**config.mk**
```make
export PLATFORM = sky130hd
export DESIGN_NAME = arb_requester_flat
export DESIGN_NICKNAME = d
export VERILOG_FILES = /design/src/rtl/arb_pkg.sv /design/src/rtl/arb_requester_if.sv /design/src/rtl/arb_timer.sv /design/src/rtl/arb_requester.sv /design/src/flat_wrapper.sv
export SDC_FILE = /design/constraint.sdc
export NUM_CORES = 1
export LEC_CHECK = 0
export CORE_ASPECT_RATIO = 1.4
export CORE_MARGIN = 2
export CORE_UTILIZATION = 25
export DETAILED_ROUTE_END_ITERATION = 7
export MAX_ROUTING_LAYER = met4
export PLACE_DENSITY = 0.43
export SYNTH_ARGS = -nofsm -noshare
export SYNTH_HDL_FRONTEND = slang
export SYNTH_HIERARCHICAL = 1
export SYNTH_SLANG_ARGS = --single-unit
```
**constraint.sdc**
```tcl
create_clock -name clock -period 6.95 [get_ports clock]
set_input_delay 1.0425 -clock clock [delete_from_list [all_inputs] [get_ports clock]]
set_output_delay 1.0425 -clock clock [all_outputs]
set_load 0.02 [all_outputs]
```
**src/rtl/arb_pkg.sv**
```systemverilog
// Shared definitions for the burst requester: FSM state encoding and timer width.
// The 3-bit state width matches the arbiter's encoding so state can be traced side by side.
package arb_pkg;

    localparam int STATE_W = 3;
    localparam int TIMER_W = 8;

    typedef enum logic [STATE_W-1:0] {
        ST_IDLE    = 3'd0,
        ST_REQ     = 3'd1,
        ST_XFER    = 3'd2,
        ST_RELEASE = 3'd3,
        ST_GAP     = 3'd4
    } arb_state_e;

endpackage

```
**src/rtl/arb_requester_if.sv**
```systemverilog
// Command, arbiter and beat signals of one requesting agent.
// master = the requester itself, slave = whoever issues commands and grants.
interface arb_requester_if #(
    parameter int LEN_W = 4
);

    logic             cmd_valid;
    logic             cmd_ready;
    logic [LEN_W-1:0] cmd_len;
    logic             req;
    logic             gnt;
    logic             beat_valid;
    logic [LEN_W-1:0] beat_idx;
    logic             done;
    logic             timeout_err;
    logic             lost_err;
    logic             busy;

    modport master (
        input  cmd_valid, cmd_len, gnt,
        output cmd_ready, req, beat_valid, beat_idx, done, timeout_err, lost_err, busy
    );

    modport slave (
        output cmd_valid, cmd_len, gnt,
        input  cmd_ready, req, beat_valid, beat_idx, done, timeout_err, lost_err, busy
    );

endinterface

```
**src/rtl/arb_timer.sv**
```systemverilog
// Saturating 8-bit up-counter with clear, load and enable; tc_o flags count >= term_i.
// Shared by the request timeout and the inter-burst gap.
module arb_timer
    import arb_pkg::*;
(
    input  logic               clock,
    input  logic               reset,
    input  logic               clear_i,
    input  logic               load_i,
    input  logic [TIMER_W-1:0] load_val_i,
    input  logic               en_i,
    input  logic [TIMER_W-1:0] term_i,
    output logic               tc_o
);

    logic [TIMER_W-1:0] count_q;
    logic [TIMER_W-1:0] count_d;

    always_comb begin
        count_d = count_q;
        if (clear_i) begin
            count_d = '0;
        end else if (load_i) begin
            count_d = load_val_i;
        end else if (en_i && (count_q != '1)) begin
            count_d = count_q + 1'b1;
        end
    end

    always_ff @(posedge clock) begin
        if (reset) begin
            count_q <= '0;
        end else begin
            count_q <= count_d;
        end
    end

    assign tc_o = (count_q >= term_i);

endmodule

```
**src/rtl/arb_requester.sv**
```systemverilog
// Burst requester: takes a command, requests the arbiter, streams len+1 beats while granted,
// then releases and holds req low for a minimum gap before accepting the next command.
module arb_requester
    import arb_pkg::*;
#(
    parameter int LEN_W   = 4,
    parameter int TIMEOUT = 16,
    parameter int GAP     = 2
) (
    input  logic            clock,
    input  logic            reset,
    arb_requester_if.master bus
);

    localparam logic [TIMER_W-1:0] TIMEOUT_TERM = TIMER_W'(TIMEOUT - 1);
    localparam logic [TIMER_W-1:0] GAP_TERM     = TIMER_W'(GAP - 1);

    arb_state_e         state_q;
    logic [LEN_W-1:0]   len_q;
    logic [LEN_W-1:0]   beat_cnt_q;
    logic               req_q;
    logic               cmd_ready_q;
    logic               busy_q;
    logic               done_q;
    logic               timeout_err_q;
    logic               lost_err_q;

    logic               accept;
    logic               timer_clr;
    logic               timer_en;
    logic               timer_tc;
    logic [TIMER_W-1:0] timer_term;

    assign accept = bus.cmd_valid && cmd_ready_q;

    // The timer counts gnt-less REQ cycles, then GAP cycles; IDLE and RELEASE hold it at zero.
    always_comb begin
        // NOTE: every signal gets a default before the case so no path can infer a latch.
        timer_clr  = 1'b0;
        timer_en   = 1'b0;
        timer_term = TIMEOUT_TERM;
        case (state_q)
            ST_IDLE, ST_RELEASE: timer_clr = 1'b1;
            ST_REQ:              timer_en  = !bus.gnt;
            ST_GAP: begin
                timer_en   = 1'b1;
                timer_term = GAP_TERM;
            end
            default: ;
        endcase
    end

    arb_timer u_timer (
        .clock      (clock),
        .reset      (reset),
        .clear_i    (timer_clr),
        .load_i     (1'b0),
        .load_val_i ('0),
        .en_i       (timer_en),
        .term_i     (timer_term),
        .tc_o       (timer_tc)
    );

    always_ff @(posedge clock) begin
        // NOTE: state uses non-blocking assignments so every register samples pre-edge values.
        if (reset) begin
            state_q       <= ST_IDLE;
            len_q         <= '0;
            beat_cnt_q    <= '0;
            req_q         <= 1'b0;
            cmd_ready_q   <= 1'b0;
            busy_q        <= 1'b0;
            done_q        <= 1'b0;
            timeout_err_q <= 1'b0;
            lost_err_q    <= 1'b0;
        end else begin
            done_q        <= 1'b0;
            timeout_err_q <= 1'b0;
            lost_err_q    <= 1'b0;
            case (state_q)
                ST_IDLE: begin
                    if (accept) begin
                        state_q     <= ST_REQ;
                        len_q       <= bus.cmd_len;
                        beat_cnt_q  <= '0;
                        req_q       <= 1'b1;
                        cmd_ready_q <= 1'b0;
                        busy_q      <= 1'b1;
                    end else begin
                        cmd_ready_q <= 1'b1;
                    end
                end
                ST_REQ: begin
                    if (bus.gnt) begin
                        state_q <= ST_XFER;
                    end else if (timer_tc) begin
                        state_q       <= ST_RELEASE;
                        req_q         <= 1'b0;
                        timeout_err_q <= 1'b1;
                    end
                end
                ST_XFER: begin
                    // Beat counter stops at the latched length, so it can never wrap.
                    if (!bus.gnt) begin
                        state_q    <= ST_RELEASE;
                        req_q      <= 1'b0;
                        lost_err_q <= 1'b1;
                    end else if (beat_cnt_q == len_q) begin
                        state_q <= ST_RELEASE;
                        req_q   <= 1'b0;
                        done_q  <= 1'b1;
                    end else begin
                        beat_cnt_q <= beat_cnt_q + 1'b1;
                    end
                end
                ST_RELEASE: begin
                    if (!bus.gnt) begin
                        state_q <= ST_GAP;
                    end
                end
                ST_GAP: begin
                    if (timer_tc) begin
                        state_q     <= ST_IDLE;
                        busy_q      <= 1'b0;
                        cmd_ready_q <= 1'b1;
                    end
                end
                default: begin
                    state_q     <= ST_IDLE;
                    req_q       <= 1'b0;
                    busy_q      <= 1'b0;
                    cmd_ready_q <= 1'b0;
                end
            endcase
        end
    end

    assign bus.cmd_ready   = cmd_ready_q;
    assign bus.req         = req_q;
    assign bus.beat_valid  = (state_q == ST_XFER) && bus.gnt;
    assign bus.beat_idx    = beat_cnt_q;
    assign bus.done        = done_q;
    assign bus.timeout_err = timeout_err_q;
    assign bus.lost_err    = lost_err_q;
    assign bus.busy        = busy_q;

endmodule

```
**src/flat_wrapper.sv**
```systemverilog
// flat-port wrapper written by rule: the top's interface ports become plain ports
module arb_requester_flat import arb_pkg::*;
#(
    parameter int LEN_W   = 4,
    parameter int TIMEOUT = 16,
    parameter int GAP     = 2
)
  (clock, reset, bus_cmd_valid, bus_cmd_len, bus_gnt, bus_cmd_ready, bus_req, bus_beat_valid, bus_beat_idx, bus_done, bus_timeout_err, bus_lost_err, bus_busy);
  arb_requester_if #(.LEN_W(LEN_W)) bus_i ();
  input  logic clock;
  input  logic reset;
  input wire logic [$bits(bus_i.cmd_valid)-1:0] bus_cmd_valid;
  input wire logic [$bits(bus_i.cmd_len)-1:0] bus_cmd_len;
  input wire logic [$bits(bus_i.gnt)-1:0] bus_gnt;
  output wire logic [$bits(bus_i.cmd_ready)-1:0] bus_cmd_ready;
  output wire logic [$bits(bus_i.req)-1:0] bus_req;
  output wire logic [$bits(bus_i.beat_valid)-1:0] bus_beat_valid;
  output wire logic [$bits(bus_i.beat_idx)-1:0] bus_beat_idx;
  output wire logic [$bits(bus_i.done)-1:0] bus_done;
  output wire logic [$bits(bus_i.timeout_err)-1:0] bus_timeout_err;
  output wire logic [$bits(bus_i.lost_err)-1:0] bus_lost_err;
  output wire logic [$bits(bus_i.busy)-1:0] bus_busy;
  assign bus_i.cmd_valid = bus_cmd_valid;
  assign bus_i.cmd_len = bus_cmd_len;
  assign bus_i.gnt = bus_gnt;
  assign bus_cmd_ready = bus_i.cmd_ready;
  assign bus_req = bus_i.req;
  assign bus_beat_valid = bus_i.beat_valid;
  assign bus_beat_idx = bus_i.beat_idx;
  assign bus_done = bus_i.done;
  assign bus_timeout_err = bus_i.timeout_err;
  assign bus_lost_err = bus_i.lost_err;
  assign bus_busy = bus_i.busy;
  arb_requester #(.LEN_W(LEN_W), .TIMEOUT(TIMEOUT), .GAP(GAP)) u_core (.clock(clock), .reset(reset), .bus(bus_i));
endmodule
```
==> key figures, run 1 <==
Status
  • Run status: finished, final reports clean

Placed design
  • Port Buf Inserts: 18
  • Detailed placement HPWL: 2630 um
  • Final RePlAce weighted congestion: 0.809
  • Placed Cells: 269

Critical path
  • Crit end category: output pin
  • RR Startpoint: u_core/state_q[1]
  • Largest driver fanout on the critical path: 8
  • Combined buffer and inverter count along the critical path: 2
  • Register-to-register setup slack: 4320 ps
  • Largest delay contributor family on the critical path: buffers and inverters
  • CP Data Arrival Time: 2600 ps
  • CP most frequent cell: sky130_fd_sc_hd__clkdlybuf4s50_1
  • Slowest cell on the critical path: sky130_fd_sc_hd__clkdlybuf4s50_1
  • Ordered cell list for the critical path: clkdlybuf4s50_1, and4bb_4, clkdlybuf4s50_1
  • CP required: 5910 ps
  • Nature of the critical path startpoint: primary input
  • Worst path max stage delay: 620 ps
  • Crit path from: bus_gnt
  • Setup CP Type: primary input to output pin

Drt
  • Routed length per placed instance: 12.2 um
  • Drt drc: 0
  • Total Routed Length: 3330 um
  • Via density: 4.60
  • Router iterations before antenna repair: 4
  • Number of nets with antenna violations after detailed routing: 0
  • Initial DRC count: 43
  • Overall via count from detail_route: 1,257

Yosys
  • Post-synthesis register bit count: 25
  • Syn Inst Count: 174
  • Portion of the post-synthesis area used by sequential elements: 0.339
  • Proportion of register bits with asynchronous set or reset after synthesis: 0
  • Synthesized area: 0.00148 mm2
  • Compound-Gate Fraction of Synth Area: 0.212
  • Number of warning messages in the yosys log: 6
  • Post-Syn Area per Cell: 8.49 um2
  • Predominant post-synthesis flop cell: sky130_fd_sc_hd__dfxtp_1
  • Share of synthesized area spent on multiplexers: 0.0407
  • Simple-gate share of the synthesized area: 0.225
  • Number of flops mapped to enable cells by yosys: 0
  • Synthesized-area fraction occupied by adder cells: 0.0847
  • Area share of xor/xnor cells in the synthesized design: 0.0415
  • Largest family of logic cells by synthesized area: simple AND/OR/NAND/NOR gates
  • Count of cell types in the netlist: 47

Global route
  • Overflow after GRT: 0
  • Number of global-route vias before repair: 1,251
  • Wire length of the first global-routing pass: 5820 um
  • Pin count of the biggest net entering global routing: 16
  • Overall track demand over capacity in global routing: 0.120
  • Antenna violations before repair: 0

Clock tree
  • Insertion delay to the later sink of the worst-skew pair: 270 ps
  • TritonCTS Sinks: 25
  • Number of instances resized during post-cts repair: 0
  • Num CTS Buffers: 3
  • Worst-path clk slew: 100 ps
  • Hold-fix buffers at CTS: 0
  • Max Root-Sink Buffers: 2
  • Number of post-CTS setup repair buffers: 0
  • Total number of H-tree levels: 1
  • TritonCTS clock tree: yes
  • Root buf cell: sky130_fd_sc_hd__clkbuf_8

Cells and area
  • Proportion of layout cells with a drive suffix above 1: 0.0739
  • Final Net Count: 222
  • Most frequent standard cell in the layout excluding fill and tap cells: sky130_fd_sc_hd__dfxtp_1
  • Register area: 500 um2
  • Filler Cells Inserted: 631
  • Final standard cell utilization of the core: 0.313
  • Area growth from synthesis to layout: 22.4%
  • Commonest cells after routing, fill and taps aside: sky130_fd_sc_hd__dfxtp_1, sky130_fd_sc_hd__clkdlybuf4s50_1, sky130_fd_sc_hd__nor2_1
  • Final antenna diode count: 0
  • Post-Layout Cell Count: 273
  • Area used by multi-input combinational logic: 945 um2

STA
  • Maximum clock rate: 275 MHz
  • Setup total negative slack: 0 ps
  • Final-report max-slew violation count: 0
  • Worst slack on hold paths: 508 ps
  • Slew at the pin closest to its max-slew limit: 546 ps
  • Fin crit share: 0.524
  • RSZ-0062 raised after global routing: no
  • Final count of hold timing violations: 0
  • Total of endpoints with negative setup slack in the final report: 0
  • Time the worst path needs with I/O delays and setup: 3640 ps
  • Worst-case clock skew: 2.88 ps
  • Max transition margin: 0.635

Pwr
  • Fraction of power consumed by the clock network: 0.245
  • Ratio of total power to cell area: 204 mW/mm2
  • Net load switching power: 0.126 mW
  • Share of power burned in combinational logic: 0.278
  • Total leakage power: 0.730 nW
  • Internal portion of total power: 0.243 mW
  • Max VDD drop: 0.0793 mV
  • Switching part of the total: 0.342
  • Sequential group share of total power: 0.477

Floorplan
  • Die Outline Area: 0.00655 mm2
  • I/O pins: 19
  • FP Rows: 33
  • Starting density of the core: 0.255
  • Die span in x: 69.0 um
  • Core area: 0.00578 mm2
  • Floorplan die height: 94.9 um

Min path
  • Critical hold path startpoint: u_core/bus.req
  • Worst min-delay path class: flop to flop

Run
  • Number of max-cap violations: 0
power groups by stage:
| stage | sequential (mW) | clock (mW) | combinational [mW] |
|---|---|---|---|
| finish | 0.176 | 0.0903 | 0.103 |
| global route | 0.178 | 0.100 | 0.118 |
| CTS | 0.176 | 0.0963 | 0.103 |
| detailed placement | 0.179 | 0 | 0.103 |
| global placement | 0.180 | 0 | 0.104 |
| floorplan | 0.177 | 0 | 0.0748 |
metal layers:
layer	global-route usage	up-vias	share of wire
met1	0.138	573	0.44
met4	0.0310	0	0.0057
met5	-	-	0
met3	0.0179	2	0.026
met2	0.211	15	0.53
li1	-	667	-
final timing paths:
kind | to | depth (start not counted)
worst min register to register | u_core/bus.req | 2
worst min-delay path | u_core/bus.req | 2
worst max-delay path | bus_beat_valid | 3
worst max register to register | u_core/state_q[0] | 12
worst min-delay path: stages, from the launching register on:
cell and delay (ps):
sky130_fd_sc_hd__dfxtp_1 320, sky130_fd_sc_hd__nor2_1 100, sky130_fd_sc_hd__a211oi_1 50
logic make-up (layout without fill, tap and decap cells):
group                      Yosys count  in the layout
and+or+nand+nor                     61             61
AOI/OAI and AO/OA                   46             46
DFF                                 25             25
buffers and inverters               17             34
adders and majority gates           10             10
xor gates and xnor gates             7              7
muxes                                6              6
other                                2             14
final cells by class:
class / instances / area share
clock inverter: 1 / 0.00416
timing repair buffer: 18 / 0.0997
inverter: 12 / 0.0249
clock buffer: 3 / 0.0229
tap: 70 / 0.0485
sequential: 25 / 0.277
multi-input combinational: 144 / 0.523
metrics by stage:
| step | setup slack [ps] | total power [mW] | instance area [um2] |
|---|---|---|---|
| after floorplan | 4580 | 0.252 | 1520 |
| after global placement | 3330 | 0.283 | 1760 |
| after detailed placement | 3300 | 0.282 | 1760 |
| after CTS | 3300 | 0.375 | 1810 |
| after global routing | 3250 | 0.396 | 1810 |
| final | 3310 | 0.369 | 1810 |
synth_stat cells (2+ instances only):
library cell / instances / area share
sky130_fd_sc_hd__a211o_1: 2 / 0.012
sky130_fd_sc_hd__a211oi_1: 5 / 0.025
sky130_fd_sc_hd__a21o_1: 2 / 0.010
sky130_fd_sc_hd__a21oi_1: 14 / 0.047
sky130_fd_sc_hd__a31oi_1: 4 / 0.017
sky130_fd_sc_hd__clkbuf_1: 2 / 0.0051
sky130_fd_sc_hd__conb_1: 2 / 0.0051
sky130_fd_sc_hd__dfxtp_1: 25 / 0.34
sky130_fd_sc_hd__ha_1: 10 / 0.085
sky130_fd_sc_hd__inv_1: 11 / 0.028
sky130_fd_sc_hd__mux2i_1: 6 / 0.041
sky130_fd_sc_hd__nand2_1: 13 / 0.033
sky130_fd_sc_hd__nand2b_1: 2 / 0.0085
sky130_fd_sc_hd__nand3_1: 6 / 0.020
sky130_fd_sc_hd__nor2_1: 15 / 0.038
sky130_fd_sc_hd__nor2b_1: 3 / 0.013
sky130_fd_sc_hd__nor3_1: 4 / 0.014
sky130_fd_sc_hd__nor4_1: 2 / 0.0085
sky130_fd_sc_hd__o21ai_0: 8 / 0.027
sky130_fd_sc_hd__o21ai_1: 3 / 0.010
sky130_fd_sc_hd__or3_1: 4 / 0.017
sky130_fd_sc_hd__xor2_1: 6 / 0.036
sequential cells by signal, summed over array words and instances (netlist names), 3 cells and up:
name and count:
u_core/state_q 3, u_core/u_timer/count_q 8, u_core/bus.beat_idx 4, u_core/len_q 4
(Power assumes the default switching activity.)
==> inputs of run 2 (changes only) <==
==> constraint.sdc (replaced) <==
create_clock -name clock -period 3.49 [get_ports clock]
set_input_delay 0.5235 -clock clock [delete_from_list [all_inputs] [get_ports clock]]
set_output_delay 0.5235 -clock clock [all_outputs]
set_load 0.02 [all_outputs]
==> run 2 against run 1 <==
  * Global-route usage is 0.20 points lower
  * Sequential share of layout area is 0.11 points lower
  * Clock skew about the same
  * Critical path type unchanged
==> key figures, run 2 (synthesis results as in run 1) <==
Placed design
  • Port Buf Inserts: 18
  • Dpl cell area: 0.00177 mm2
  • Final RePlAce weighted congestion: 0.809
  • Detailed placement HPWL: 2590 um
  • Place WS: 910 ps

Cells and area
  • Most frequent standard cell in the layout excluding fill and tap cells: sky130_fd_sc_hd__dfxtp_1
  • Final Net Count: 223
  • Final standard cell utilization of the core: 0.314
  • Commonest cells after routing, fill and taps aside: sky130_fd_sc_hd__dfxtp_1, sky130_fd_sc_hd__clkdlybuf4s50_1, sky130_fd_sc_hd__nor2_1
  • Proportion of layout cells with a drive suffix above 1: 0.0784
  • Area growth from synthesis to layout: 22.9%
  • Final antenna diode count: 0
  • Register name with the most flops: u_core/u_timer/count_q
  • Flip-flop count of the largest register after layout: 8
  • Post-route design area: 0.00181 mm2

Pwr
  • Total leakage power: 0.735 nW
  • Sequential group share of total power: 0.467
  • Max VDD drop: 0.153 mV
  • Fraction of power consumed by the clock network: 0.247
  • Switching part of the total: 0.344
  • Net load switching power: 0.254 mW
  • Ratio of total power to cell area: 408 mW/mm2
  • Share of power burned in combinational logic: 0.286
  • Internal portion of total power: 0.486 mW

Floorplan
  • FP Rows: 33
  • Core area: 0.00578 mm2
  • Floorplan die height: 94.9 um
  • Starting density of the core: 0.255
  • Die Outline Area: 0.00655 mm2
  • I/O pins: 19
  • Die span in x: 69.0 um

Drt
  • Initial DRC count: 49
  • Router iterations before antenna repair: 4
  • Drt drc: 0
  • Overall via count from detail_route: 1,264
  • Routed length per placed instance: 12.3 um
  • Via density: 4.61
  • Number of nets with antenna violations after detailed routing: 0
  • Total Routed Length: 3360 um

Critical path
  • Worst path max stage delay: 620 ps
  • Combined buffer and inverter count along the critical path: 2
  • Largest driver fanout on the critical path: 8
  • Ordered cell list for the critical path: clkdlybuf4s50_1, and4bb_4, clkdlybuf4s50_1
  • Largest delay contributor family on the critical path: buffers and inverters
  • CP Data Arrival Time: 2070 ps
  • Setup CP Type: primary input to output pin
  • RR Startpoint: u_core/state_q[2]
  • Slowest cell on the critical path: sky130_fd_sc_hd__clkdlybuf4s50_1
  • Nature of the critical path startpoint: primary input
  • Crit path from: bus_gnt
  • CP required: 2970 ps
  • Crit end category: output pin
  • CP most frequent cell: sky130_fd_sc_hd__clkdlybuf4s50_1

STA
  • Final-report max-slew violation count: 0
  • Max transition margin: 0.626
  • Setup total negative slack: 0 ps
  • Worst slack on hold paths: 511 ps
  • Worst-case clock skew: 2.43 ps
  • Total of endpoints with negative setup slack in the final report: 0
  • Slew at the pin closest to its max-slew limit: 560 ps
  • Setup WS post-layout: 898 ps
  • RSZ-0062 raised after global routing: no
  • Final count of hold timing violations: 0
  • Time the worst path needs with I/O delays and setup: 2590 ps
  • Maximum clock rate: 386 MHz
  • Fin crit share: 0.743

Clock tree
  • Number of instances resized during post-cts repair: 0
  • Number of post-CTS setup repair buffers: 0
  • Hold-fix buffers at CTS: 0
  • Worst-path clk slew: 100 ps
  • Root buf cell: sky130_fd_sc_hd__clkbuf_8
  • TritonCTS clock tree: yes
  • Total number of H-tree levels: 1
  • Insertion delay to the later sink of the worst-skew pair: 270 ps
  • TritonCTS Sinks: 25
  • Max Root-Sink Buffers: 2
  • Num CTS Buffers: 3

Global route
  • Overflow after GRT: 0
  • Antenna violations before repair: 0
  • Wire length of the first global-routing pass: 5640 um
  • Overall track demand over capacity in global routing: 0.118
  • Number of global-route vias before repair: 1,225
  • Pin count of the biggest net entering global routing: 16

Min path
  • Worst min-delay path class: flop to flop
  • Critical hold path startpoint: u_core/bus.req

Status
  • Run status: finished, final reports clean

Run
  • Number of max-cap violations: 0
## run 2: changes by cell type in the layout (fill, tap and decap cells not counted)
cell and delta:
sky130_fd_sc_hd__buf_4 +1
## run 2: layout make-up
class	instances	area [um2]
repair buffers	19	188
multi-input cells	144	945
clock buffers	3	41.3
clock inverters	1	7.51
flip-flops and latches	25	500
fillers	620	3970
well taps	70	87.6
inverters	12	45.0
## run 2: worst paths after layout
kind,slack (ps),end,cells past startpoint
setup / recovery,900,bus_beat_valid,3
hold / removal,510,u_core/bus.req,2
setup reg to reg,980,u_core/state_q[0],11
hold reg to reg,510,u_core/bus.req,2
## run 2: tightest hold or removal path, stage by stage (launching register included)
cell	delay, ps
sky130_fd_sc_hd__dfxtp_1	320
sky130_fd_sc_hd__nor2_1	100
sky130_fd_sc_hd__a211oi_1	60
## run 2: layer usage
| layer | GRT usage | vias up | part of all wire |
|---|---|---|---|
| met5 | - | - | 0 |
| met4 | 0.0343 | 0 | 0.0074 |
| met3 | 0.0143 | 2 | 0.026 |
| met2 | 0.204 | 22 | 0.51 |
| met1 | 0.139 | 568 | 0.46 |
| li1 | - | 672 | - |
## run 2: per-stage QoR
step | power (mW) | instances
after detailed placement | 0.565 | 270
after global routing | 0.794 | 274
final | 0.740 | 274
after floorplan | 0.501 | 186
after CTS | 0.751 | 274
after global placement | 0.569 | 270
## run 2: power groups by stage
stage	Clock (mW)	Combinational [mW]	Sequential, mW
final	0.183	0.212	0.346
after global routing	0.202	0.240	0.352
after CTS	0.191	0.214	0.346
after detailed placement	0	0.212	0.353
after global placement	0	0.215	0.354
after floorplan	0	0.149	0.353
